### config.mk
export PLATFORM = sky130hd
export DESIGN_NAME = uart_pattern_tx
export DESIGN_NICKNAME = d
export VERILOG_FILES = /design/src/rtl/uart_pattern_tx.sv
export SDC_FILE = /design/constraint.sdc
export NUM_CORES = 1
export LEC_CHECK = 0
export ABC_AREA = 1
export CORE_ASPECT_RATIO = 0.6
export CORE_MARGIN = 2
export CORE_UTILIZATION = 35
export CTS_BUF_LIST = sky130_fd_sc_hd__clkbuf_4 sky130_fd_sc_hd__clkbuf_8 sky130_fd_sc_hd__clkbuf_16
export DETAILED_ROUTE_END_ITERATION = 16
export HOLD_SLACK_MARGIN = 0.15
export PLACE_DENSITY = 0.51
export SETUP_SLACK_MARGIN = 0.15
export SYNTH_ARGS = -nofsm -noshare
export SYNTH_HDL_FRONTEND = slang
export SYNTH_SLANG_ARGS = --single-unit
### constraint.sdc
create_clock -name clk -period 2.1 [get_ports clk]
set_input_delay 0.63 -clock clk [delete_from_list [all_inputs] [get_ports clk]]
set_output_delay 0.63 -clock clk [all_outputs]
set_load 0.005 [all_outputs]
### src/rtl/uart_pattern_tx.sv
// UART transmitter with a built-in payload source (counter, fixed, LFSR or stream).
// Single clock domain: bit timing and frame pacing come from clock-enable counters.
module uart_pattern_tx #(
    parameter int BAUD_DIV  = 625,
    parameter int INTERVAL  = 20000,
    parameter int DATA_BITS = 8,
    parameter int PARITY    = 0,
    parameter int STOP_BITS = 1
) (
    input  logic                 clk,
    input  logic                 reset,
    input  logic                 enable,
    input  logic [1:0]           mode,
    input  logic [DATA_BITS-1:0] pattern,
    input  logic [DATA_BITS-1:0] in_data,
    input  logic                 in_valid,
    output logic                 in_ready,
    output logic                 tx,
    output logic                 busy,
    output logic                 overrun
);

    localparam int          BAUD_W     = $clog2(BAUD_DIV);
    localparam int          IVAL_W     = $clog2(INTERVAL + 1);
    localparam logic [15:0] LFSR_SEED  = 16'hACE1;
    localparam logic [15:0] LFSR_TAPS  = 16'hB400;
    localparam logic [1:0]  MODE_COUNT = 2'b00;
    localparam logic [1:0]  MODE_FIXED = 2'b01;
    localparam logic [1:0]  MODE_LFSR  = 2'b10;
    localparam logic [1:0]  MODE_STRM  = 2'b11;
    localparam bit          HAS_PARITY = (PARITY != 0);
    localparam logic [3:0]  LAST_DATA  = 4'(DATA_BITS - 1);
    localparam logic [3:0]  LAST_STOP  = 4'(STOP_BITS - 1);

    typedef enum logic [2:0] {
        S_IDLE,
        S_START,
        S_DATA,
        S_PARITY,
        S_STOP
    } state_t;

    // Galois form of x^16+x^14+x^13+x^11+1, shifting right.
    function automatic logic [15:0] lfsr_next(input logic [15:0] s);
        lfsr_next = s[0] ? ((s >> 1) ^ LFSR_TAPS) : (s >> 1);
    endfunction

    function automatic logic parity_of(input logic [DATA_BITS-1:0] d);
        parity_of = (PARITY == 1) ? ~(^d) : (^d);
    endfunction

    state_t                 state;
    logic [BAUD_W-1:0]      baud_cnt;
    logic [3:0]             bit_cnt;
    logic [IVAL_W-1:0]      ival_cnt;
    logic [DATA_BITS-1:0]   count_val;
    logic [15:0]            lfsr;
    logic [DATA_BITS-1:0]   shreg;
    logic                   par_bit;
    logic [DATA_BITS-1:0]   payload;
    logic                   baud_tc;
    logic                   ival_tc;
    logic                   paced_tick;
    logic                   stream_xfer;
    logic                   start_frame;
    logic                   is_idle;

    assign is_idle     = (state == S_IDLE);
    assign baud_tc     = (baud_cnt == BAUD_W'(BAUD_DIV - 1));
    assign ival_tc     = (ival_cnt == IVAL_W'(INTERVAL - 1));
    assign paced_tick  = enable & (mode != MODE_STRM) & ival_tc;
    // reset term keeps in_ready low while the block is held in reset
    assign in_ready    = reset & enable & (mode == MODE_STRM) & is_idle;
    assign stream_xfer = in_valid & in_ready;
    assign start_frame = is_idle & (paced_tick | stream_xfer);

    always_comb begin
        payload = in_data;
        case (mode)
            MODE_COUNT: payload = count_val;
            MODE_FIXED: payload = pattern;
            MODE_LFSR:  payload = lfsr[DATA_BITS-1:0];
            default:    payload = in_data;
        endcase
    end

    // Frame pacing: held at zero whenever pacing is not active
    always_ff @(posedge clk or negedge reset) begin
        if (!reset) begin
            ival_cnt <= '0;
        end else if (!enable || mode == MODE_STRM || ival_tc) begin
            ival_cnt <= '0;
        end else begin
            ival_cnt <= ival_cnt + IVAL_W'(1);
        end
    end

    // Pattern sources advance only on a start taken in their own mode
    always_ff @(posedge clk or negedge reset) begin
        if (!reset) begin
            count_val <= '0;
            lfsr      <= LFSR_SEED;
        end else if (start_frame) begin
            if (mode == MODE_COUNT) begin
                count_val <= count_val + DATA_BITS'(1);
            end
            if (mode == MODE_LFSR) begin
                lfsr <= lfsr_next(lfsr);
            end
        end
    end

    // Payload shift register and parity: data only, no reset needed
    always_ff @(posedge clk) begin
        if (start_frame) begin
            shreg   <= payload;
            par_bit <= parity_of(payload);
        end else if (baud_tc && (state == S_START || state == S_DATA)) begin
            shreg <= {1'b0, shreg[DATA_BITS-1:1]};
        end
    end

    always_ff @(posedge clk or negedge reset) begin
        if (!reset) begin
            state    <= S_IDLE;
            baud_cnt <= '0;
            bit_cnt  <= '0;
            tx       <= 1'b1;
            busy     <= 1'b0;
            overrun  <= 1'b0;
        end else begin
            overrun <= paced_tick & ~is_idle;
            if (!is_idle) begin
                baud_cnt <= baud_tc ? '0 : baud_cnt + BAUD_W'(1);
            end
            case (state)
                S_IDLE: begin
                    baud_cnt <= '0;
                    bit_cnt  <= '0;
                    tx       <= 1'b1;
                    if (start_frame) begin
                        state <= S_START;
                        tx    <= 1'b0;
                        busy  <= 1'b1;
                    end else begin
                        busy <= 1'b0;
                    end
                end
                S_START: begin
                    if (baud_tc) begin
                        state   <= S_DATA;
                        tx      <= shreg[0];
                        bit_cnt <= '0;
                    end
                end
                S_DATA: begin
                    if (baud_tc) begin
                        if (bit_cnt == LAST_DATA) begin
                            bit_cnt <= '0;
                            if (HAS_PARITY) begin
                                state <= S_PARITY;
                                tx    <= par_bit;
                            end else begin
                                state <= S_STOP;
                                tx    <= 1'b1;
                            end
                        end else begin
                            bit_cnt <= bit_cnt + 4'd1;
                            tx      <= shreg[0];
                        end
                    end
                end
                S_PARITY: begin
                    if (baud_tc) begin
                        state   <= S_STOP;
                        tx      <= 1'b1;
                        bit_cnt <= '0;
                    end
                end
                S_STOP: begin
                    if (baud_tc) begin
                        if (bit_cnt == LAST_STOP) begin
                            state <= S_IDLE;
                            busy  <= 1'b0;
                        end else begin
                            bit_cnt <= bit_cnt + 4'd1;
                        end
                        tx <= 1'b1;
                    end
                end
                default: begin
                    state <= S_IDLE;
                    tx    <= 1'b1;
                    busy  <= 1'b0;
                end
            endcase
        end
    end

endmodule

[Yosys cells after proc, flatten, opt, wreduce, memory -nomap -nowiden]
Cells that the tools add are included.
Word-level totals
  register bits: 67
  input port bits: 22
Cells by class
  add/subtract/negate cells: 4
  equality and inequality tests: 21
  multiplexer cells: 31
  bitwise logic cells: 12
  reduce and logical (&&, ||, !) cells: 19
Operators with widths (count)
  one-hot mux 8 bit (3 select lines): 1
  2-to-1 mux 3 bit: 7
  2-to-1 mux 10 bit: 2
  2-to-1 mux 4 bit: 5
  2-to-1 mux 16 bit: 1
  2-to-1 mux 8 bit: 2
  != test 2 bit, second input constant: 8
  one-hot mux 4 bit (4 select lines): 1
  adder 15 x 1 -> 15 bit, second input constant: 1
  == test 15 bit, second input constant: 1
  2-to-1 mux 15 bit: 1
  one-hot mux 3 bit (5 select lines): 1
  adder 10 x 1 -> 10 bit, second input constant: 1
  == test 10 bit, second input constant: 1
  adder 8 x 1 -> 8 bit, second input constant: 1
  AND 1 bit: 8
  2-to-1 mux 1 bit: 8
  AND reduction 7 bit: 1
  == test 3 x 2 -> 1 bit, second input constant: 2
  != test 2 x 1 -> 1 bit, second input constant: 3
  AND reduction 3 bit: 2
  AND reduction 5 bit: 1
  adder 4 x 1 -> 4 bit, second input constant: 1
  == test 2 bit, second input constant: 2
  other kinds (20): 25

[Depth between registers and ports, before layout]
  word-level depth: 8
  gate-level depth with buffers: 11
  depth with buffers taken out: 11

[Worst setup path before layout]
No wires, ideal clock.
  path type: input -> register
  start: in mode[0]
  end: reg shreg[0] (enable)
  arrival: 1.666 ns
  data required time: 1.716 ns
  setup slack: 0.050 ns
  stages: 8
  buffers on the path: 1
  cells stage by stage: nand2_1 > inv_2 > nor2_2 > nand3_2 > nand2_2 > nand2_2 > buf_2 > o21ai_0
Between the ends
  word-level cells in the longest chain between the ends: 7
Ends and longest elaborated chain
  start, declared: RTL line 13  | input logic [1:0] mode,
  == test 2 bit: RTL line 73  | assign in_ready = reset & enable & (mode == MODE_STRM) & is_idle;
  AND 1 bit (2 in series): RTL line 73
  AND 1 bit: RTL line 74  | assign stream_xfer = in_valid & in_ready;
  OR 1 bit (*): RTL line 75  | assign start_frame = is_idle & (paced_tick | stream_xfer);
  AND 1 bit (*): RTL line 75
  nonzero test 2 bit (no source line) (*)
  end signal, assigned: RTL line 116  | shreg <= payload;
  end signal, assigned: RTL line 119  | shreg <= {1'b0, shreg[DATA_BITS-1:1]};
  end, declared: RTL line 58  | logic [DATA_BITS-1:0] shreg;
Every way passes the cells marked *; elsewhere a longest branch is shown, timed or not.
A chain may end at the register's enable or synchronous reset.

[Worst setup path after layout]
  start: reg state[1]
  end: out in_ready
Between the ends
  word-level cells in the longest chain between the ends: 2
Ends and longest elaborated chain
  start, declared: RTL line 52  | state_t state;
  start signal, assigned: RTL line 125  | state <= S_IDLE;
  start signal, assigned: RTL line 142  | state <= S_START;
  start signal, assigned: RTL line 151  | state <= S_DATA;
  zero test 3 bit: RTL line 68  | assign is_idle = (state == S_IDLE);
  AND 1 bit: RTL line 73
  end, declared: RTL line 17  | output logic in_ready,
Every way passes these cells.

==> results_dict.tcl <==
set metrics [dict create \
    utilization 0.4604 \
    numCtsBuffers 9 \
    layout_min_cycle_time_ns 1.977 \
    syn_inst 460 \
    grt.total_usage 0.1642 \
    arrival_ns 1.35 \
    antenna_found_initial 0 \
    synth_area_leaders "dfrtp_1, nand2_1, edfxtp_1, dfstp_2, nor2_1" \
    clock_latency_ns 0.33 \
    setup_violations 0 \
    drv_slew 0 \
    layout-drive-gt1-share 0.1519 \
    antenna_left 0 \
    initial_core_util 0.3638 \
    n_antenna_cell 0 \
    cp.required_ns 1.47 \
    netlist.area_leader.share 0.3457 \
    ys_types 30 \
    leakage_nw 2.110 \
    overflow 0 \
    fp.dieH_um 82.78 \
    fin_area_mm2 0.004581 \
    outcome "completed" \
    register_area_mm2 0.001728 \
    htreeDepth 3 \
    drv_cap 0 \
    clk_path_buf_depth 2 \
    die_w_um 135.3 \
    place_ws_ns -0.4192 \
    place_congestion 0.8229 \
    crit_path_max_fanout 2 \
    vias 3116 \
    clkTransAtPathRegs_ns 0.06 \
    wl_per_cell_um 12.89 \
    grt_max_degree 60 \
    io_pins 26 \
    synth_warnings 0 \
    max_slew.worst_pin.slew_ns 0.7774 \
    synthesis.nets 488 \
    placed_cells 633 \
    rsz0062_at_grt "true" \
    grt_pass1_vias 2928 \
    start_kind "register" \
    hold_buffers 0 \
    cts.sinks 67 \
    max-slew-margin-rel 0.4817 \
    core_mm2 0.009950 \
    detail_route.vias_per_cell 4.757 \
    area_delta_synth_final_pct 26.55 \
    critPathKind "reg2out" \
    finClkSkew_ns 0.008395 \
    nets 543 \
    endpoint_kind "output port" \
    netlist_area_mm2 0.003620 \
    post-route-period-util 0.9412 \
    cts_tree "done" \
    finalHoldViolCount 0 \
    first_pass_iters 4 \
    ys_ff_latch 67 \
    place_area_mm2 0.004195 \
    port-buffer-count 25 \
    drt_iter0_markers 159 \
    fmax_mhz 505.9 \
    finalNonFillerCells 655 \
    hp-class "reg2reg" \
    totalPowerFinal_mw 3.895 \
    wl_um 8444 \
    multi_input_area_mm2 0.001664 \
    synth_area_per_cell_um2 7.869 \
    yosysSeqAreaShare 0.4774 \
    cts.root.buffer_cell "clkbuf_16" \
    cellPowerDensity_mw_per_mm2 850.2 \
    synth_area_leader_cell "dfrtp_1" \
    dpl.hpwl_um 5993 \
    row_count 28 \
    dieArea_mm2 0.01120 \
    finalWorstSetupSlack_ns 0.1234 \
    ir_worst_vdd_uv 459.2 \
    drc 0 \
    nFillCells 988 \
    grt_pass1_wl_um 14150 \
]
==> path summary, 6_finish.rpt <==
kind | startpoint | to | slack, ns | cells after the start
max in group asynchronous | reset | baud_cnt[8] | 1.01 | 2
hold reg to reg | lfsr[13] | lfsr[13] | 0.47 | 2
setup / recovery | state[1] | in_ready | 0.12 | 6
setup reg to reg | state[1] | shreg[6] | 0.21 | 10
min in group asynchronous | reset | ival_cnt[3] | 0.57 | 2
hold / removal | lfsr[13] | lfsr[13] | 0.47 | 2
==> area by class of cell <==
type | count | share of cell area
clock inverters | 5 | 0.01694
flip-flops and latches | 67 | 0.3772
repair buffers | 58 | 0.1164
inverters | 45 | 0.03688
multi-input cells | 334 | 0.3633
well taps | 135 | 0.03688
clock buffers | 11 | 0.05244
==> cells in the mapped netlist, drive strengths merged <==
cell    number
nor2        56
dfrtp       50
inv         45
xnor2        4
nand3       30
buf         12
a21oi       18
nor3        19
ha           6
nand3b       2
edfxtp       8
nor3b        1
a221oi       1
clkbuf       2
nor4         1
nand4       28
o21ai       20
xor2        12
nand2      136
dfstp        9
==> through the flow <==
step / TNS (ns) / hold WS (ns)
4_1_cts: 0 / 0.4711
3_3_place_gp: -8.819 / 0.4523
3_5_place_dp: -8.904 / 0.4629
6_report: 0 / 0.4695
2_1_floorplan: 0 / 0.3344
5_1_grt: 0 / 0.4913
==> flip-flops by register name, summed over array words and instances, names as in the netlist <==
name,cells
lfsr,16
ival_cnt,15
baud_cnt,10
count_val,8
shreg,8
bit_cnt,4
state,3
busy,1
overrun,1
tx,1
==> logic make-up after synthesis <==
logic type                 Yosys count  synth area share
AOI/OAI and AO/OA                   39           0.05496
buffers and inverters               59           0.06948
DFF                                 67            0.4774
xor gates and xnor gates            16           0.03871
and+or+nand+nor                    273            0.3387
adders and majority gates            6           0.02074
==> power breakdown <==
group	switching [mW]	leakage (nW)	total [mW]	internal, mW
combinational	0.530	1.09	0.876	0.345
sequential	0.0401	0.860	1.41	1.37
clock	0.548	0.156	1.61	1.06
total	1.12	2.11	3.89	2.78
==> critical path: stages, from the launching register on <==
cell,delay (ns)
dfrtp_1,0.38
nor2_2,0.15
inv_2,0.08
nor2_8,0.13
inv_2,0.05
nor3_2,0.09
buf_2,0.13
==> metal layers <==
| metal | GRT usage | part of all wire | routed length, um | up-vias |
|---|---|---|---|---|
| met2 | 0.2431 | 0.41 | 3500 | 54 |
| li1 | - | - | - | 1626 |
| met4 | 0.05000 | 0.011 | 94 | 0 |
| met3 | 0.04493 | 0.037 | 311 | 11 |
| met5 | 0 | 0 | 0 | - |
| met1 | 0.2348 | 0.54 | 4537 | 1425 |
==> repair_timing <==
action	in CTS	in global routing
setup buffers	3	3
gates resized for setup	10	5
setup endpoints to repair	28	39
pin swaps	3	4
==> cell usage in the layout (no fill, tap or decap), types with 3 or more instances in the layout <==
| cell type | count |
|---|---|
| clkdlybuf4s50_1 | 19 |
| nand3_2 | 3 |
| nor2_1 | 50 |
| nand3_1 | 26 |
| buf_4 | 29 |
| dfstp_2 | 9 |
| xnor2_1 | 4 |
| xor2_1 | 12 |
| clkbuf_16 | 9 |
| nor2_2 | 5 |
| nand4_1 | 28 |
| buf_12 | 4 |
| nand2_2 | 3 |
| inv_2 | 4 |
| dlygate4sd2_1 | 4 |
| dfrtp_1 | 50 |
| nand2_1 | 133 |
| nor3_1 | 18 |
| ha_1 | 6 |
| edfxtp_1 | 8 |
| inv_1 | 41 |
| o21ai_0 | 17 |
| a21oi_1 | 18 |
Note: power is estimated with default switching activity, not from simulation.
